[src/rtl/rv_pkg.sv]
// rtl/rv_pkg.sv - RV32I opcodes, encoder request kinds and instruction format packing helpers
//
// Purpose: shared definitions for the RV32I decoder and encoder. The opcode values
// here are the same ones the decoder consumes.
// Contents:
//   OPC_*        7-bit major opcodes
//   enc_kind_e   instruction class accepted by instr_encoder
//   fifo_state_e occupancy states of the 2-entry output FIFO
//   fmt_*        bit packing for R/I/S/B/U/J formats
//   sext_ok      1 when v[31:lsb] are all equal (value fits a signed field)
package rv_pkg;

  localparam logic [6:0] OPC_LOAD   = 7'b0000011;
  localparam logic [6:0] OPC_OPIMM  = 7'b0010011;
  localparam logic [6:0] OPC_AUIPC  = 7'b0010111;
  localparam logic [6:0] OPC_STORE  = 7'b0100011;
  localparam logic [6:0] OPC_OP     = 7'b0110011;
  localparam logic [6:0] OPC_LUI    = 7'b0110111;
  localparam logic [6:0] OPC_BRANCH = 7'b1100011;
  localparam logic [6:0] OPC_JALR   = 7'b1100111;
  localparam logic [6:0] OPC_JAL    = 7'b1101111;

  typedef enum logic [3:0] {
    K_LOAD   = 4'd0,
    K_OPIMM  = 4'd1,
    K_AUIPC  = 4'd2,
    K_STORE  = 4'd3,
    K_OP     = 4'd4,
    K_LUI    = 4'd5,
    K_BRANCH = 4'd6,
    K_JALR   = 4'd7,
    K_JAL    = 4'd8
  } enc_kind_e;

  typedef enum logic [1:0] {
    F_IDLE = 2'd0,
    F_ONE  = 2'd1,
    F_FULL = 2'd2
  } fifo_state_e;

  function automatic logic [31:0] fmt_r(logic [6:0] f7, logic [4:0] rs2, logic [4:0] rs1,
                                        logic [2:0] f3, logic [4:0] rd, logic [6:0] opc);
    return {f7, rs2, rs1, f3, rd, opc};
  endfunction

  function automatic logic [31:0] fmt_i(logic [11:0] imm, logic [4:0] rs1, logic [2:0] f3,
                                        logic [4:0] rd, logic [6:0] opc);
    return {imm, rs1, f3, rd, opc};
  endfunction

  function automatic logic [31:0] fmt_s(logic [11:0] imm, logic [4:0] rs2, logic [4:0] rs1,
                                        logic [2:0] f3, logic [6:0] opc);
    return {imm[11:5], rs2, rs1, f3, imm[4:0], opc};
  endfunction

  function automatic logic [31:0] fmt_b(logic [12:1] imm, logic [4:0] rs2, logic [4:0] rs1,
                                        logic [2:0] f3, logic [6:0] opc);
    return {imm[12], imm[10:5], rs2, rs1, f3, imm[4:1], imm[11], opc};
  endfunction

  function automatic logic [31:0] fmt_u(logic [31:12] imm, logic [4:0] rd, logic [6:0] opc);
    return {imm, rd, opc};
  endfunction

  function automatic logic [31:0] fmt_j(logic [20:1] imm, logic [4:0] rd, logic [6:0] opc);
    return {imm[20], imm[10:1], imm[11], imm[19:12], rd, opc};
  endfunction

  function automatic logic sext_ok(logic [31:0] v, int lsb);
    logic [31:0] s;
    s = $signed(v) >>> lsb;
    return (s == 32'h0) || (s == 32'hFFFF_FFFF);
  endfunction

endpackage

[src/rtl/enc_fifo2.sv]
// rtl/enc_fifo2.sv - 2-entry valid/ready FIFO with flush, occupancy FSM IDLE/ONE/FULL
//
// Ports:
//   clk, rst_n            clock, asynchronous active-low reset
//   flush                 empties the FIFO on the next edge (wins over push/pop)
//   in_valid/in_ready/in_data     write side; in_ready also high when full and popping
//   out_valid/out_ready/out_data  read side; out_data is the head entry (slot0)
module enc_fifo2
  import rv_pkg::*;
#(
  parameter int W = 42
) (
  input  logic         clk,
  input  logic         rst_n,
  input  logic         flush,
  input  logic         in_valid,
  output logic         in_ready,
  input  logic [W-1:0] in_data,
  output logic         out_valid,
  input  logic         out_ready,
  output logic [W-1:0] out_data
);

  fifo_state_e state, state_nx;
  logic [W-1:0] slot0, slot1;
  logic push, pop;

  assign out_valid = (state != F_IDLE);
  assign in_ready  = (state != F_FULL) || out_ready;
  assign push      = in_valid && in_ready;
  assign pop       = out_valid && out_ready;
  assign out_data  = slot0;

  always_ff @(posedge clk or negedge rst_n) begin
    if (!rst_n) state <= F_IDLE;
    else        state <= state_nx;
  end

  always_comb begin
    state_nx = state;
    if (flush) begin
      state_nx = F_IDLE;
    end else begin
      case (state)
        F_IDLE:  if (push) state_nx = F_ONE;
        F_ONE:   if (push && !pop) state_nx = F_FULL;
                 else if (!push && pop) state_nx = F_IDLE;
        F_FULL:  if (pop && !push) state_nx = F_ONE;
        default: state_nx = F_IDLE;
      endcase
    end
  end

  // slot0 is always the head; a pop shifts slot1 down, a push lands in the
  // first slot that is free after the pop.
  always_ff @(posedge clk or negedge rst_n) begin
    if (!rst_n) begin
      slot0 <= '0;
      slot1 <= '0;
    end else if (!flush) begin
      case (state)
        F_IDLE: if (push) slot0 <= in_data;
        F_ONE: begin
          if (push && pop)  slot0 <= in_data;
          else if (push)    slot1 <= in_data;
        end
        F_FULL: begin
          if (pop) slot0 <= slot1;
          if (push) slot1 <= in_data;
        end
        default: ;
      endcase
    end
  end

endmodule

[src/rtl/instr_encoder.sv]
// rtl/instr_encoder.sv - RV32I field-level request to packed instruction word encoder
//
// Ports:
//   clk, rst_n      clock, asynchronous active-low reset
//   start           flush buffer, reload address from base_addr, clear err and count
//   base_addr       start byte address (low 2 bits forced 0)
//   in_*            request stream (kind, funct3, funct7b, rd, rs1, rs2, imm)
//   out_*           encoded word stream with byte address
//   err             sticky: some request was dropped as unencodable
//   count           words handed off since reset/start
module instr_encoder
  import rv_pkg::*;
#(
  parameter int ADDR_W   = 10,
  parameter int BASE_RST = 0
) (
  input  logic              clk,
  input  logic              rst_n,
  input  logic              start,
  input  logic [ADDR_W-1:0] base_addr,
  input  logic              in_valid,
  output logic              in_ready,
  input  logic [3:0]        in_kind,
  input  logic [2:0]        in_funct3,
  input  logic              in_funct7b,
  input  logic [4:0]        in_rd,
  input  logic [4:0]        in_rs1,
  input  logic [4:0]        in_rs2,
  input  logic [31:0]       in_imm,
  output logic              out_valid,
  input  logic              out_ready,
  output logic [31:0]       out_instr,
  output logic [ADDR_W-1:0] out_addr,
  output logic              err,
  output logic [ADDR_W-3:0] count
);

  logic [ADDR_W-1:0] addr;
  logic [31:0]       instr;
  logic              legal, is_shift, fifo_ready, accept, push, pop;
  logic [31+ADDR_W:0] fifo_out;

  assign is_shift = (in_funct3 == 3'b001) || (in_funct3 == 3'b101);

  always_comb begin
    instr = '0;
    legal = 1'b0;
    case (in_kind)
      K_LOAD: begin
        instr = fmt_i(in_imm[11:0], in_rs1, 3'b010, in_rd, OPC_LOAD);
        legal = sext_ok(in_imm, 11);
      end
      K_OPIMM: begin
        if (is_shift) begin
          // funct7b only selects SRAI; SLLI with bit30 set has no encoding.
          instr = fmt_i({1'b0, in_funct7b && in_funct3[2], 5'b0, in_imm[4:0]},
                        in_rs1, in_funct3, in_rd, OPC_OPIMM);
          legal = (in_imm[31:5] == '0) && !(in_funct3 == 3'b001 && in_funct7b);
        end else begin
          instr = fmt_i(in_imm[11:0], in_rs1, in_funct3, in_rd, OPC_OPIMM);
          legal = sext_ok(in_imm, 11);
        end
      end
      K_AUIPC: begin
        instr = fmt_u(in_imm[31:12], in_rd, OPC_AUIPC);
        legal = (in_imm[11:0] == '0);
      end
      K_STORE: begin
        instr = fmt_s(in_imm[11:0], in_rs2, in_rs1, 3'b010, OPC_STORE);
        legal = sext_ok(in_imm, 11);
      end
      K_OP: begin
        instr = fmt_r({1'b0, in_funct7b && (in_funct3 == 3'b000 || in_funct3 == 3'b101), 5'b0},
                      in_rs2, in_rs1, in_funct3, in_rd, OPC_OP);
        legal = 1'b1;
      end
      K_LUI: begin
        instr = fmt_u(in_imm[31:12], in_rd, OPC_LUI);
        legal = (in_imm[11:0] == '0);
      end
      K_BRANCH: begin
        instr = fmt_b(in_imm[12:1], in_rs2, in_rs1, in_funct3, OPC_BRANCH);
        legal = sext_ok(in_imm, 12) && !in_imm[0];
      end
      K_JALR: begin
        instr = fmt_i(in_imm[11:0], in_rs1, 3'b000, in_rd, OPC_JALR);
        legal = sext_ok(in_imm, 11);
      end
      K_JAL: begin
        instr = fmt_j(in_imm[20:1], in_rd, OPC_JAL);
        legal = sext_ok(in_imm, 20) && !in_imm[0];
      end
      default: ;
    endcase
  end

  // start owns the cycle: nothing is accepted while the buffer is being flushed.
  assign in_ready = fifo_ready && !start;
  assign accept   = in_valid && in_ready;
  assign push     = accept && legal;
  assign pop      = out_valid && out_ready;

  enc_fifo2 #(.W(32 + ADDR_W)) u_fifo (
    .clk       (clk),
    .rst_n     (rst_n),
    .flush     (start),
    .in_valid  (push),
    .in_ready  (fifo_ready),
    .in_data   ({instr, addr}),
    .out_valid (out_valid),
    .out_ready (out_ready),
    .out_data  (fifo_out)
  );

  assign out_instr = fifo_out[31+ADDR_W:ADDR_W];
  assign out_addr  = fifo_out[ADDR_W-1:0];

  always_ff @(posedge clk or negedge rst_n) begin
    if (!rst_n) begin
      addr  <= ADDR_W'(BASE_RST);
      err   <= 1'b0;
      count <= '0;
    end else if (start) begin
      addr  <= base_addr & ~ADDR_W'(3);
      err   <= 1'b0;
      count <= '0;
    end else begin
      if (push) addr <= addr + ADDR_W'(4);
      if (accept && !legal) err <= 1'b1;
      if (pop) count <= count + 1'b1;
    end
  end

endmodule
[config.mk]
export PLATFORM = sky130hd
export DESIGN_NAME = instr_encoder
export DESIGN_NICKNAME = d
export VERILOG_FILES = /design/src/rtl/rv_pkg.sv /design/src/rtl/enc_fifo2.sv /design/src/rtl/instr_encoder.sv
export SDC_FILE = /design/constraint.sdc
export NUM_CORES = 1
export LEC_CHECK = 0
export ABC_AREA = 1
export BUFFER_PORTS_ARGS = -buffer_cell sky130_fd_sc_hd__buf_2
export CAP_MARGIN = 10
export CORE_MARGIN = 3
export CORE_UTILIZATION = 60
export DETAILED_ROUTE_END_ITERATION = 7
export PLACE_DENSITY = 0.87
export SETUP_SLACK_MARGIN = 0.4
export SYNTH_ARGS = -nofsm -noshare
export SYNTH_HDL_FRONTEND = slang
export SYNTH_HIERARCHICAL = 1
export SYNTH_SLANG_ARGS = --single-unit
[constraint.sdc]
create_clock -name clk -period 4.5 [get_ports clk]
set_clock_uncertainty 0.15 [all_clocks]
set_input_delay 0 -clock clk [delete_from_list [all_inputs] [get_ports clk]]
set_output_delay 0 -clock clk [all_outputs]
set_load 0.01 [all_outputs]
==> results of run 1 <==
==> sequential cells by signal, summed over array words and instances (netlist names) <==
name / count
u_fifo/out_data: 42
u_fifo/slot1: 42
addr: 8
count: 8
u_fifo/state: 2
err: 1
==> kinds of logic (layout without fill, tap and decap cells) <==
logic type               count (synthesis)  count (layout)  share of synthesized area
AND/OR/NAND/NOR                        400             400                      0.280
other                                    1               3                   0.000651
flip-flops                             103             103                      0.447
AO/OA/AOI/OAI                          181             181                      0.164
buffers and inverters                  147             322                      0.102
XOR/XNOR                                 1               1                    0.00152
adder cells (fa/ha/maj)                  2               2                    0.00434
==> area by class of cell <==
class                      instances  area (um^2)
sequential                       103         2580
multi-input combinational        586         2610
clock buffer                      10          128
clock inverter                     6         70.1
fill                             662         1990
timing repair buffer             193         1320
inverter                         113          424
tap                              129          161
antenna                            1         2.50
==> worst max-delay path: stages <==
cell and delay, ps:
dlygate4sd3_1 540, buf_2 160, nor2_2 200, nand2_1 100, nand2_2 240, nand3_1 110, nand2_1 80, inv_1 40
nand3_1 50, nor2_1 50, nand2_2 90, nand2_4 110, inv_1 140, inv_1 110, o21ai_1 150, inv_2 270
nor2_4 830, nand2_1 150, nand2_1 130
==> where the power goes <==
group / switching (mW) / leakage (nW) / internal, mW
clock network: 0.330 / 0.0944 / 0.262
logic: 0.324 / 2.37 / 0.220
registers: 0.0721 / 1.38 / 1.03
total: 0.725 / 3.85 / 1.51
==> synth_stat cells (all sizes together) <==
cell / number / area share
conb: 1 / 0.00065
nand4: 4 / 0.0043
buf: 16 / 0.016
o2111ai: 2 / 0.0030
o221ai: 1 / 0.0015
a21oi: 8 / 0.0070
o21ai: 157 / 0.14
dfrtp: 103 / 0.45
clkinv: 1 / 0.00065
o22ai: 5 / 0.0054
nor2: 60 / 0.043
inv: 112 / 0.073
nor3b: 1 / 0.0013
a221oi: 1 / 0.0015
o31ai: 1 / 0.0013
clkbuf: 18 / 0.012
a31oi: 3 / 0.0033
ha: 2 / 0.0043
nand2: 297 / 0.20
nand3: 29 / 0.025
o211ai: 3 / 0.0039
nor3: 8 / 0.0078
and3: 1 / 0.0011
xnor2: 1 / 0.0015
==> path summary, 6_finish.rpt <==
check	start	end	slack, ps	depth (start not counted)
min in group asynchronous	rst_n	u_fifo/out_data[7]	120	2
hold / removal	in_imm[20]	u_fifo/slot1[41]	30	5
max in group asynchronous	rst_n	addr[3]	3080	3
hold reg to reg	u_fifo/out_data[38]	u_fifo/out_data[38]	350	2
setup reg to reg	u_fifo/state[1]	u_fifo/out_data[18]	1290	15
setup / recovery	in_kind[2]	u_fifo/out_data[18]	1090	19
==> per-layer routing <==
layer / part of all wire / vias up / global-route usage
li1: - / 2969 / -
met1: 0.41 / 2863 / 0.440
met2: 0.46 / 398 / 0.496
met3: 0.086 / 77 / 0.0497
met4: 0.044 / 0 / 0.152
met5: 0 / - / 0
==> metrics by stage <==
step / hold slack [ps] / setup WS (ps)
after global routing: 50.6 / 693
after detailed placement: 7.11 / 1330
after CTS: 12.9 / 1210
after global placement: 9.85 / 1370
final: 28.5 / 1090
after floorplan: -446 / 2230
==> repair_timing <==
action / in CTS / in global routing
endpoints found under the hold margin: 109 / 0
hold buffers: 69 / 0
setup buffers: 0 / 0
==> results.json, run 1 <==
{
  "dpl_cell_area_um2": 6400,
  "fin_crit_sh": 0.758,
  "seq_area_frac_synth": 0.447,
  "instances_no_fill": 1141,
  "clk-insertion-delay-late_ps": 370,
  "ios": 123,
  "rsz0062_at_grt": "false",
  "end_kind": "flip-flop",
  "status": "finished clean",
  "relSlewSlack": 0.361,
  "vias_per_cell": 5.53,
  "placedCellCount": 1055,
  "crit_path_max_fanout": 43,
  "grt_overflow": 0,
  "netlist_area_um2": 5760,
  "grt_usage": 0.319,
  "maxSlewViolCount": 0,
  "initial_core_util": 0.620,
  "maxCapViolCount": 0,
  "vias": 6307,
  "io_buffers": 120,
  "synthesis.instances": 835,
  "drive_above_1_share": 0.154,
  "routed_wl_mm": 17.1,
  "synth-seq-cells": 103,
  "tightest_slew_ps": 957,
  "die_h_um": 104,
  "place.gp.congestion": 0.917,
  "irDropWorstVdd_mv": 0.213,
  "wl_per_cell_um": 15.0,
  "dieArea_um2": 10800,
  "startpoint_type": "primary input",
  "cts_buffers": 9,
  "required_ps": 4650,
  "dr.pass1.iters": 6,
  "hold_viol": 0,
  "max_freq_ghz": 0.293,
  "clock_sinks": 103,
  "fin_area_um2": 7290,
  "crit_arrival_ps": 3560,
  "grt_max_degree": 87,
  "drtIter0Drc": 630,
  "final_nets": 1078,
  "antenna_found_initial": 1,
  "htree_levels": 3,
  "avgSynthCellArea_um2": 6.90,
  "ant_nets": 0,
  "power.density_nw_per_um2": 306,
  "ys_warn_count": 6,
  "grt_pass1_wl_mm": 28.3,
  "setup_viol_count_final": 0,
  "synth_cell_types": 35,
  "dpl.hpwl_mm": 10.0,
  "layout_common_cells": "nand2_1 (291), buf_2 (119), o21ai_0 (114)",
  "route.detailed.drc": 0,
  "areaGrowthSynthToFinish_pct": 26.6,
  "fin_setup_tns_ps": 0,
  "min_path_type": "in2reg",
  "rows": 35,
  "clk_pin_slew_ps": 100,
  "coreArea_um2": 9280,
  "grt_pass1_vias": 5873,
  "cts_resized": 0,
  "path_class": "in2reg",
  "cts_tree": "done",
  "min_period_ps": 3410,
  "total_power_mw": 2.23,
  "ctsLongestPathBuffers": 2,
  "root_buffer": "clkbuf_8",
  "die_x_um": 104,
  "layout.cells.most_common": "nand2_1",
  "final_util": 0.785,
  "leakage_nw": 3.85
}
Power figures use the tool's default switching activity.
==> inputs of run 2 (changes only) <==
Settings changed: ABC_AREA 1 to 0, CORE_UTILIZATION 60 to 50, PLACE_DENSITY 0.87 to 0.77.
Clock period 4.5 ns to 3 ns, I/O delays scaled along.
==> run 2 against run 1 <==
Against the previous run: sequential share of layout area down 2.4 points; worst hold slack worse by 14 ps; non-clock buffer count up 1; die area up 24%; register-to-register slack worse by 780 ps; clock-buffer cell count down 1; first-iteration DRC count down 18%; final cell count down 24%; sequential power up 37%; area after synthesis up 4.6%; via count down 19%; highest routed layer unchanged.
==> results.json, run 2 <==
{
  "leakage_nw": 3.87,
  "grt_max_degree": 64,
  "clk_pin_slew_ps": 70,
  "grt_usage": 0.246,
  "path_cells": "buf_2 -> or4_1 -> nor2_2 -> nand2_1 -> o32a_4 -> a31oi_4 -> inv_2 -> or3_4 -> clkbuf_16 -> mux2_4",
  "cts_tree": "done",
  "synthesis.instances": 546,
  "synth_cell_types": 61,
  "rows": 39,
  "avgSynthCellArea_um2": 11.0,
  "clk-insertion-delay-late_ps": 360,
  "dr.pass1.iters": 6,
  "fill_cells": 889,
  "crit_arrival_ps": 2590,
  "ys_warn_count": 6,
  "cts_buffers": 9,
  "root_buffer": "clkbuf_16",
  "wl_per_cell_um": 18.6,
  "clock_sinks": 103,
  "setup_viol_count_final": 0,
  "synthFlopType": "dfrtp_1",
  "final_util": 0.673,
  "synth_top_family_by_area": "multiplexers",
  "min_path_type": "in2reg",
  "dpl.hpwl_mm": 11.1,
  "power.density_nw_per_um2": 418,
  "cp_top_family": "simple AND/OR/NAND/NOR gates",
  "crit_path_max_fanout": 11,
  "max_freq_ghz": 0.400,
  "io_buffers": 120,
  "end_kind": "flip-flop",
  "ios": 123,
  "grt_overflow": 0,
  "netlist_area_um2": 6030,
  "drtIter0Drc": 518,
  "synthMuxAreaShare": 0.269,
  "grt_pass1_wl_mm": 26.0,
  "status": "finished clean",
  "path_class": "in2reg",
  "min_period_ps": 2500,
  "synthTopCellsByCount": "dfrtp_1 (103), mux2_2 (56), nand2_1 (42), a21oi_1 (40), mux2_4 (40)",
  "hold_viol": 0,
  "rsz0062_at_grt": "true",
  "synthTopCellsByArea": "dfrtp_1 (43%), mux2_2 (10%), mux2_4 (10%)",
  "vias": 5089,
  "final_nets": 793,
  "startpoint_type": "primary input",
  "die_x_um": 116,
  "htree_levels": 3,
  "synth_top_cell_by_area": "dfrtp_1",
  "synth_fa_ha_area_frac": 0.00415,
  "yosys.area.top_type_share": 0.428,
  "cpMaxStageDelayCell": "or4_1",
  "tightest_slew_ps": 813,
  "synth_compound_area_frac": 0.135,
  "fin_setup_tns_ps": 0,
  "die_h_um": 116,
  "antenna_found_initial": 1,
  "relSlewSlack": 0.458,
  "ant_nets": 0,
  "grt_pass1_vias": 5100,
  "irDropWorstVdd_mv": 0.257,
  "ctsLongestPathBuffers": 2,
  "synth-simple-area-share": 0.107,
  "layout_common_cells": "buf_2 (119), dfrtp_1 (103), mux2_4 (71)",
  "initial_core_util": 0.519,
  "required_ps": 3100,
  "layout.cells.most_common": "buf_2",
  "synth_edf_count": 0,
  "setup_slack_ps": 501,
  "async_flop_share": 1.00,
  "cp_num_buf_inv": 3,
  "synth-seq-cells": 103,
  "critical_path.max_stage_delay_ps": 550,
  "drive_above_1_share": 0.419,
  "route.detailed.drc": 0,
  "seq_area_frac_synth": 0.428,
  "vias_per_cell": 5.85,
  "routed_wl_mm": 16.2,
  "fin_crit_sh": 0.833,
  "hold_ws_ps": 14.3,
  "place.gp.congestion": 0.873,
  "maxCapViolCount": 0,
  "yosys.area_share.xor_xnor": 0.0189,
  "coreArea_um2": 11600,
  "pre_cts_slack_ps": -54.4,
  "maxSlewViolCount": 0,
  "yosys.cell_count.top_type": "dfrtp_1",
  "areaGrowthSynthToFinish_pct": 29.7,
  "dieArea_um2": 13400
}
run 2: cell types whose count changed after synthesis, moves of 33 or more:
cell,previous run,this run
mux2_2,0,56
o21ai_0,114,18
mux2_1,0,33
mux2_4,0,40
nand2_1,291,42
inv_1,108,11
o21ai_1,42,5
run 2: path summary, 6_finish.rpt:
kind,cells after the start,from,slack [ps],endpoint
max,10,in_imm[17],500,u_fifo/slot1[9]
min,4,in_rd[2],10,u_fifo/slot1[19]
max reg2reg,6,u_fifo/state[0],510,u_fifo/slot1[9]
min reg2reg,1,u_fifo/slot1[41],350,u_fifo/slot1[41]
max in group asynchronous,3,rst_n,1740,u_fifo/slot1[35]
min in group asynchronous,2,rst_n,110,u_fifo/slot1[22]
run 2: cell type report:
cell class / count / area (um^2) / share of cell area
clock inverters: 7 / 55.1 / 0.00704
flip-flops and latches: 103 / 2580 / 0.330
diodes: 1 / 2.50 / 0.000320
well taps: 143 / 179 / 0.0229
multi-input cells: 399 / 3390 / 0.434
inverters: 14 / 52.6 / 0.00672
clock buffers: 9 / 225 / 0.0288
repair buffers: 194 / 1330 / 0.170
run 2: timing repair:
action,in CTS,in global routing
hold buffers,45,0
setup endpoints to repair,42,51
pin swaps,0,1
gates resized for setup,2,5
endpoints found under the hold margin,96,0
buffers inserted,2,0
cloned,0,1
run 2: through the flow:
stage	cell area [um^2]	instances	power, mW
final	7820	870	3.27
after global routing	7820	870	3.40
after CTS	7770	868	3.27
after detailed placement	7010	805	2.09
after global placement	7010	805	2.07
after floorplan	6200	549	1.84
run 2: worst reg2reg max path, delay by kind of cell, from the launching register on:
family / cells / cell delay (ps)
and+or+nand+nor: 2 / 630
AOI/OAI and AO/OA: 1 / 160
DFF: 1 / 400
muxes: 1 / 310
buffers and inverters: 2 / 730
run 2: kinds of logic after synthesis:
kind of cell,count (synthesis)
buffers and inverters,47
DFF,103
muxes,131
AOI/OAI and AO/OA,118
xor gates and xnor gates,13
and+or+nand+nor,131
other,1
adders and majority gates,2
run 2: power by group:
part	switching [mW]	internal (mW)
Combinational	0.299	0.312
Clock	0.570	0.574
Sequential	0.0529	1.46
run 2: per-layer routing:
layer	global-route usage	vias to the layer above	wire length, um
met2	0.382	234	7360
met1	0.349	2468	7240
met3	0.0475	22	1340
met4	0.0820	0	240
met5	0	-	0
li1	-	2365	-
